--- config.mk ---
export PLATFORM = sky130hd
export DESIGN_NAME = instr_fetch_unit_flat
export DESIGN_NICKNAME = d
export VERILOG_FILES = /design/src/rtl/arisco_pkg.sv /design/src/rtl/instr_fetch_unit_if.sv /design/src/rtl/fetch_fifo.sv /design/src/rtl/instr_fetch_unit.sv /design/src/flat_wrapper.sv
export SDC_FILE = /design/constraint.sdc
export NUM_CORES = 1
export LEC_CHECK = 0
export CORE_MARGIN = 2
export CORE_UTILIZATION = 53
export DETAILED_ROUTE_END_ITERATION = 6
export GPL_TIMING_DRIVEN = 0
export PLACE_DENSITY_LB_ADDON = 0.1
export SLEW_MARGIN = 25
export SYNTH_ARGS = -nofsm -noshare
export SYNTH_HDL_FRONTEND = slang
export SYNTH_SLANG_ARGS = --single-unit
--- constraint.sdc ---
create_clock -name clk -period 9 [get_ports clk]
set_input_delay 1.8 -clock clk [delete_from_list [all_inputs] [get_ports clk]]
set_output_delay 1.8 -clock clk [all_outputs]
set_load 0.005 [all_outputs]
--- src/rtl/arisco_pkg.sv ---
// Shared definitions for the arisco fetch/execute pipeline: data width,
// the canonical NOP encoding, the fetch-unit state encoding and a PC helper.
package arisco_pkg;

    localparam int unsigned XLEN = 32;

    // addi x0, x0, 0
    localparam logic [XLEN-1:0] NOP_INSTR = 32'h0000_0013;

    typedef enum logic [1:0] {
        RESET = 2'd0,
        RUN   = 2'd1,
        FLUSH = 2'd2
    } state_t;

    // Force a byte address onto a word boundary; the low two bits are ignored.
    function automatic logic [XLEN-1:0] word_align(input logic [XLEN-1:0] addr);
        return {addr[XLEN-1:2], 2'b00};
    endfunction

endpackage

--- src/rtl/instr_fetch_unit_if.sv ---
// Fetch-to-execute channel: {instr, instr_pc} on a valid/ready handshake
// flowing downstream, and branch/jump redirects flowing back upstream.
interface instr_fetch_unit_if;
    import arisco_pkg::*;

    logic [XLEN-1:0] instr;
    logic [XLEN-1:0] instr_pc;
    logic            instr_valid;
    logic            instr_ready;
    logic            redirect_valid;
    logic [XLEN-1:0] redirect_pc;

    // Fetch unit side.
    modport master (
        output instr,
        output instr_pc,
        output instr_valid,
        input  instr_ready,
        input  redirect_valid,
        input  redirect_pc
    );

    // Executor side.
    modport slave (
        input  instr,
        input  instr_pc,
        input  instr_valid,
        output instr_ready,
        output redirect_valid,
        output redirect_pc
    );

endinterface

--- src/rtl/fetch_fifo.sv ---
// Circular fetch buffer. Pointers wrap at DEPTH, count runs 0..DEPTH.
// Flush has priority over push and pop: it empties the buffer in one edge.
// The caller guarantees no push when full and no pop when empty.
module fetch_fifo #(
    parameter  int unsigned WIDTH = 64,
    parameter  int unsigned DEPTH = 2,
    localparam int unsigned PW    = (DEPTH > 1) ? $clog2(DEPTH) : 1,
    localparam int unsigned CW    = $clog2(DEPTH + 1)
) (
    input  logic             clk,
    input  logic             reset,
    input  logic             push_i,
    input  logic [WIDTH-1:0] push_data_i,
    input  logic             pop_i,
    input  logic             flush_i,
    output logic [WIDTH-1:0] head_o,
    output logic [CW-1:0]    count_o
);

    localparam logic [PW-1:0] LAST_PTR = PW'(DEPTH - 1);

    logic [WIDTH-1:0] mem_q [DEPTH];
    logic [PW-1:0]    rd_ptr_q, rd_ptr_d;
    logic [PW-1:0]    wr_ptr_q, wr_ptr_d;
    logic [CW-1:0]    count_q,  count_d;

    function automatic logic [PW-1:0] ptr_inc(input logic [PW-1:0] ptr);
        return (ptr == LAST_PTR) ? PW'(0) : ptr + PW'(1);
    endfunction

    // Next-state for pointers and occupancy.
    always_comb begin
        rd_ptr_d = rd_ptr_q;
        wr_ptr_d = wr_ptr_q;
        count_d  = count_q;
        if (flush_i) begin
            rd_ptr_d = PW'(0);
            wr_ptr_d = PW'(0);
            count_d  = CW'(0);
        end else begin
            if (push_i) begin
                wr_ptr_d = ptr_inc(wr_ptr_q);
            end else begin
                wr_ptr_d = wr_ptr_q;
            end
            if (pop_i) begin
                rd_ptr_d = ptr_inc(rd_ptr_q);
            end else begin
                rd_ptr_d = rd_ptr_q;
            end
            case ({push_i, pop_i})
                2'b10:   count_d = count_q + CW'(1);
                2'b01:   count_d = count_q - CW'(1);
                default: count_d = count_q;
            endcase
        end
    end

    // Pointer and occupancy registers.
    always_ff @(posedge clk) begin
        if (reset) begin
            rd_ptr_q <= PW'(0);
            wr_ptr_q <= PW'(0);
            count_q  <= CW'(0);
        end else begin
            rd_ptr_q <= rd_ptr_d;
            wr_ptr_q <= wr_ptr_d;
            count_q  <= count_d;
        end
    end

    // Entry storage; contents are only meaningful while counted as occupied.
    always_ff @(posedge clk) begin
        if (push_i && !flush_i) begin
            mem_q[wr_ptr_q] <= push_data_i;
        end
    end

    assign head_o  = mem_q[rd_ptr_q];
    assign count_o = count_q;

endmodule

--- src/rtl/instr_fetch_unit.sv ---
// Instruction fetch unit: owns the PC, issues word reads to a synchronous
// program memory, buffers returned words with their PC in fetch_fifo and
// presents the head to the executor. Redirects flush the buffer and drop
// any in-flight return.
// Optional feature: define IFU_FETCH_COUNT_EN to add the fetch_count port,
// a free-running count of delivered instructions cleared only by reset.
module instr_fetch_unit
    import arisco_pkg::*;
#(
    parameter  int unsigned     PROG_WORDS = 64,
    parameter  int unsigned     FIFO_DEPTH = 2,
    parameter  logic [XLEN-1:0] RESET_PC   = 32'h0000_0000,
    localparam int unsigned     AW         = $clog2(PROG_WORDS),
    localparam int unsigned     CW         = $clog2(FIFO_DEPTH + 1)
) (
    input  logic            clk,
    input  logic            reset,
    instr_fetch_unit_if.master fe,
    output logic [AW-1:0]   imem_addr,
    input  logic [XLEN-1:0] imem_rdata
`ifdef IFU_FETCH_COUNT_EN
    ,
    output logic [XLEN-1:0] fetch_count
`endif
);

    localparam logic [CW:0] DEPTH_L = (CW + 1)'(FIFO_DEPTH);

    state_t          state_q,       state_d;
    logic [XLEN-1:0] req_pc_q,      req_pc_d;
    logic            inflight_q,    inflight_d;
    logic [XLEN-1:0] inflight_pc_q, inflight_pc_d;

    logic [2*XLEN-1:0] fifo_head_s;
    logic [CW-1:0]     fifo_count_s;
    logic              valid_s;
    logic              pop_s;
    logic              push_s;
    logic              issue_s;
    logic              redirect_s;
    logic [CW:0]       occ_s;

    assign redirect_s = fe.redirect_valid;
    assign valid_s    = (fifo_count_s != CW'(0));
    assign pop_s      = valid_s & fe.instr_ready;
    // A return arriving on a redirect edge belongs to the discarded path.
    assign push_s     = inflight_q & ~redirect_s;
    // Slots already spoken for after this edge; the pop frees one in time.
    assign occ_s      = {1'b0, fifo_count_s} + (CW + 1)'(inflight_q) - (CW + 1)'(pop_s);
    assign issue_s    = ~redirect_s & (occ_s < DEPTH_L);

    // Next-state for the FSM, request PC and in-flight tracking.
    always_comb begin
        state_d       = state_q;
        req_pc_d      = req_pc_q;
        inflight_d    = 1'b0;
        inflight_pc_d = inflight_pc_q;
        case (state_q)
            RESET:   state_d = redirect_s ? FLUSH : RUN;
            RUN:     state_d = redirect_s ? FLUSH : RUN;
            FLUSH:   state_d = redirect_s ? FLUSH : RUN;
            default: state_d = RESET;
        endcase
        if (redirect_s) begin
            req_pc_d   = word_align(fe.redirect_pc);
            inflight_d = 1'b0;
        end else if (issue_s) begin
            inflight_d    = 1'b1;
            inflight_pc_d = req_pc_q;
            req_pc_d      = req_pc_q + 32'd4;
        end else begin
            inflight_d = 1'b0;
        end
    end

    // FSM state, PC and in-flight registers.
    always_ff @(posedge clk) begin
        if (reset) begin
            state_q       <= RESET;
            req_pc_q      <= RESET_PC;
            inflight_q    <= 1'b0;
            inflight_pc_q <= 32'h0000_0000;
        end else begin
            state_q       <= state_d;
            req_pc_q      <= req_pc_d;
            inflight_q    <= inflight_d;
            inflight_pc_q <= inflight_pc_d;
        end
    end

    fetch_fifo #(
        .WIDTH (2 * XLEN),
        .DEPTH (FIFO_DEPTH)
    ) u_fifo (
        .clk         (clk),
        .reset       (reset),
        .push_i      (push_s),
        .push_data_i ({inflight_pc_q, imem_rdata}),
        .pop_i       (pop_s),
        .flush_i     (redirect_s),
        .head_o      (fifo_head_s),
        .count_o     (fifo_count_s)
    );

    // Word index wraps naturally by truncation of the byte PC.
    assign imem_addr      = req_pc_q[AW+1:2];
    assign fe.instr_valid = valid_s;
    assign fe.instr       = valid_s ? fifo_head_s[XLEN-1:0]      : NOP_INSTR;
    assign fe.instr_pc    = valid_s ? fifo_head_s[2*XLEN-1:XLEN] : 32'h0000_0000;

`ifdef IFU_FETCH_COUNT_EN
    logic [XLEN-1:0] fetch_count_q, fetch_count_d;

    // Delivered-instruction counter; redirects do not clear it.
    always_comb begin
        if (pop_s) begin
            fetch_count_d = fetch_count_q + 32'd1;
        end else begin
            fetch_count_d = fetch_count_q;
        end
    end

    // Counter register.
    always_ff @(posedge clk) begin
        if (reset) begin
            fetch_count_q <= 32'h0000_0000;
        end else begin
            fetch_count_q <= fetch_count_d;
        end
    end

    assign fetch_count = fetch_count_q;
`endif

endmodule

--- src/flat_wrapper.sv ---
// flat-port wrapper written by rule: the top's interface ports become plain ports
module instr_fetch_unit_flat import arisco_pkg::*;
#(
    parameter  int unsigned     PROG_WORDS = 64,
    parameter  int unsigned     FIFO_DEPTH = 2,
    parameter  logic [XLEN-1:0] RESET_PC   = 32'h0000_0000,
    localparam int unsigned     AW         = $clog2(PROG_WORDS),
    localparam int unsigned     CW         = $clog2(FIFO_DEPTH + 1)
)
  (clk, reset, imem_addr, imem_rdata, fe_instr, fe_instr_pc, fe_instr_valid, fe_instr_ready, fe_redirect_valid, fe_redirect_pc);
  instr_fetch_unit_if fe_i ();
  input  logic clk;
  input  logic reset;
  output logic [AW-1:0] imem_addr;
  input  logic [XLEN-1:0] imem_rdata;
  output wire logic [$bits(fe_i.instr)-1:0] fe_instr;
  output wire logic [$bits(fe_i.instr_pc)-1:0] fe_instr_pc;
  output wire logic [$bits(fe_i.instr_valid)-1:0] fe_instr_valid;
  input wire logic [$bits(fe_i.instr_ready)-1:0] fe_instr_ready;
  input wire logic [$bits(fe_i.redirect_valid)-1:0] fe_redirect_valid;
  input wire logic [$bits(fe_i.redirect_pc)-1:0] fe_redirect_pc;
  assign fe_instr = fe_i.instr;
  assign fe_instr_pc = fe_i.instr_pc;
  assign fe_instr_valid = fe_i.instr_valid;
  assign fe_i.instr_ready = fe_instr_ready;
  assign fe_i.redirect_valid = fe_redirect_valid;
  assign fe_i.redirect_pc = fe_redirect_pc;
  instr_fetch_unit #(.PROG_WORDS(PROG_WORDS), .FIFO_DEPTH(FIFO_DEPTH), .RESET_PC(RESET_PC)) u_core (.clk(clk), .reset(reset), .fe(fe_i), .imem_addr(imem_addr), .imem_rdata(imem_rdata));
endmodule
==> summary.md <==
| Metric | Value |
|---|---|
| Largest area contributor in the netlist | edfxtp_1 |
| CTS Hold Bufs | 0 |
| Status | finished, final reports clean |
| Post-Route Hold Slack | 0.457 ns |
| Fin. Hold Viols | 0 |
| Per-cell routed wire length | 17.1 µm |
| Avg Synthesized Cell Area | 11.8 µm² |
| Die height | 126 µm |
| Max-Cap Viols | 0 |
| Fin. max-slew vios | 0 |
| Setup crit end kind | output pin |
| Post-synth top flop | edfxtp_1 |
| Yosys warns | 0 |
| Via-per-instance ratio | 5.61 |
| Share of cells above drive strength 1 | 7.13% |
| PostCTS Resize Cnt | 0 |
| Post-route setup TNS | 0 ns |
| Clock sinks | 190 |
| Met3 WL | 1060 µm |
| Synthesized area | 7880 µm² |
| FP Rows | 44 |
| Combinational share of power | 8.1% |
| Number of endpoints failing setup at the final stage | 0 |
| Starting Density | 54.2% |
| DP Wirelength | 12200 µm |
| Hold crit path type | reg2reg |
| EDFF count, synth | 124 |
| Sequential element share of the synthesized area | 64.0% |
| Cell Area, Placed | 9530 µm² |
| # DRC | 0 |
| Setup slack, reg-to-reg | 5.27 ns |
| VDD IR-drop max | 0.000141 V |
| HP Start | u_core.inflight_pc_q[27]$_SDFFE_PP0P_ |
| ANT cells | 0 |
| RR Startpoint | u_core.u_fifo.count_o[1]$_SDFFE_PP0P_ |
| Worst Hold Endpoint | u_core.u_fifo.mem_q[1][59]$_DFFE_PP_ |
| Metal1 wirelength | 7790 µm |
| DRT iter0 DRCs | 415 |
| Worst-margin pin slew | 0.883 ns |
| Largest net degree at the start of global routing | 51 |
| Cts bufs inserted | 17 |
| FF-to-FF End | u_core.req_pc_q[26]$_SDFFE_PP0P_ |
| Clk network pwr share | 39.2% |
| Antenna Nets Post-Route | 0 |
| Register area | 5040 µm² |
| IO buf count | 132 |
| Fin crit share | 50.0% |
| Psw | 0.000410 W |
| Worst-Skew Late Latency | 0.43 ns |
| Fmax achieved | 0.222 GHz |
| Synth top area cells | edfxtp_1, dfxtp_1, mux2i_1 |
| Fin cells | 1026 |
| RSZ-0062 raised after global routing | false |
| Post-synthesis async set-or-reset flop share | 0% |
| Reg clk slew, reported paths | 0.07 ns |
| Nets | 899 |
| CTS tree | yes |
| Fill cell count | 1073 |
| Synth Register Bits | 190 |
| Total internal power | 0.00146 W |
| Final Critical Period | 4.50 ns |
| FF-to-FF path depth | 11 |
| IO Count | 139 |
| Postcts setup bufs | 0 |
| Antenna violations before repair | 0 |
| CP max FO | 10 |
| Data arrival, critical path | 2.70 ns |
| Hold depth | 0 |
| Final setup skew | 0.00665 ns |
| Top sig layer | met4 |
| Area of the multi-input gates | 2580 µm² |
| DIE AREA | 15900 µm² |
| Power density over the cells | 185 nW/µm² |
| Gr usage total | 22.1% |
| Total iterations of the first detailed-routing run | 5 |
| Worst Setup Path Type | reg2out |
| Design area | 10100 µm² |
| Syn Inst Count | 669 |
| Final WL | 17500 µm |
| Relative slew slack | 41.1% |
| CP required | 7.20 ns |
| Routability Congestion | 0.875 |
| Leakage | 3.25 nW |
| Core Box Area | 14500 µm² |
| Switch share | 22.0% |
| Routed via count | 5757 |
| Yosys cell types | 53 |
| Die width | 126 µm |
| Root buf cell | clkbuf_16 |
| Vias in the first global route | 5497 |
| First-pass GRT wire length | 27700 µm |
| Met2 wire len | 8450 µm |
| Startpoint Class | flop |
| Syn-to-layout area delta | 28.3% |
| Gr ovfl total | 0 |
| Yosys top cell area share | 47.3% |
| H-tree Lvls | 4 |
| Max clock buf depth | 2 |
| Inst Count DP | 994 |
| Seq pwr share | 52.7% |
-- power by group through the flow --
stage	clock [W]	combinational, W	sequential (W)
after detailed placement	0	0.000149	0.00100
after CTS	0.000741	0.000150	0.000983
after floorplan	0	0.0000737	0.000995
after global routing	0.000779	0.000163	0.000986
after global placement	0	0.000142	0.00100
final	0.000732	0.000150	0.000983
-- cells in the mapped netlist (6+ instances only) --
library cell / number
a211oi_1: 9
a21oi_1: 32
a311oi_1: 12
buf_4: 10
clkbuf_1: 37
dfxtp_1: 66
edfxtp_1: 124
inv_1: 6
mux2i_1: 62
nand2_1: 79
nand3_1: 19
nand4_1: 8
nor2_1: 96
o31ai_1: 10
or4_1: 12
xnor2_1: 6
xor2_1: 7
-- kinds of logic after synthesis --
group,count (synthesis),synth area share [%]
AND/OR/NAND/NOR,257,15.4
flip-flops,190,64.0
AO/OA/AOI/OAI,85,7.38
multiplexers,62,7.88
buffers and inverters,59,3.41
XOR/XNOR,13,1.45
adder cells (fa/ha/maj),2,0.413
other,1,0.0476
-- how the worst max path moves through the flow --
| stage | from | end | slack (ns) | cells past startpoint |
|---|---|---|---|---|
| after floorplan | fe_redirect_valid | u_core.u_fifo.mem_q[0][0]$_DFFE_PP_ | 1.70 | 3 |
| after global placement | fe_redirect_valid | u_core.u_fifo.mem_q[0][48]$_DFFE_PP_ | -0.86 | 3 |
| after detailed placement | fe_instr_ready | u_core.req_pc_q[26]$_SDFFE_PP0P_ | 4.23 | 10 |
| after CTS | flop | fe_instr_pc[5] | 4.43 | 5 |
| after global routing | flop | fe_instr_pc[5] | 4.33 | 5 |
| final | flop | fe_instr_pc[5] | 4.50 | 5 |
-- sequential cells by signal (all words and copies together) (netlist names), named ones only --
signal,count
u_core.u_fifo.mem_q,124
u_core.inflight_pc_q,30
u_core.u_fifo.wr_ptr_q,1
u_core.req_pc_q,30
u_core.u_fifo.rd_ptr_q,1
u_core.inflight_q,1
u_core.u_fifo.count_o,2
-- cell type report --
cell class | instances | area share, %
plain buffers | 53 | 2.44
clock buffers | 23 | 4.94
clock inverters | 9 | 0.805
inverters | 6 | 0.223
multi-input cells | 421 | 25.5
flip-flops and latches | 190 | 49.9
well taps | 184 | 2.28
repair buffers | 140 | 13.9
-- placed cells by master, fill, tap and decap left out, drive strengths merged, types with 3 or more instances in the layout --
master	Yosys	routed
o31ai	10	10
mux2i	62	62
nor2b	4	4
inv	6	7
nor3b	3	3
nand3	21	21
o21ai	5	5
xnor2	6	6
nor2	96	96
clkbuf	37	60
and3	4	4
nand4	9	9
clkinv	0	7
a32oi	4	4
and4	6	6
nor3	5	5
a311oi	12	12
nand2	79	79
a2111oi	3	3
xor2	7	7
o211ai	3	3
a21oi	32	32
clkdlybuf4s50	0	132
or3	4	4
buf	16	24
dfxtp	66	66
nor4	5	5
or4	12	12
a211oi	9	9
edfxtp	124	124
-- worst max-delay path: stages (launching register included) --
cell and delay, ns:
dfxtp_1 0.30, clkbuf_1 0.39, buf_1 0.72, mux2i_1 0.18, nor2_1 0.15, clkdlybuf4s50_1 0.51
-- per-stage QoR --
step                util, %  worst slack [ns]  total power [W]
floorplan                 -              1.70          0.00107
global placement       64.9            -0.860          0.00114
detailed placement     65.6              4.23          0.00115
CTS                    69.6              4.43          0.00187
global route           69.6              4.33          0.00193
finish                 69.6              4.50          0.00187
-- routing by layer --
layer	track usage, %	vias to the layer above
met5	0	-
met1	30.2	2775
met3	4.89	14
li1	-	2756
met2	35.5	212
met4	6.98	0
No activity file was read; power rests on OpenSTA's default activity.
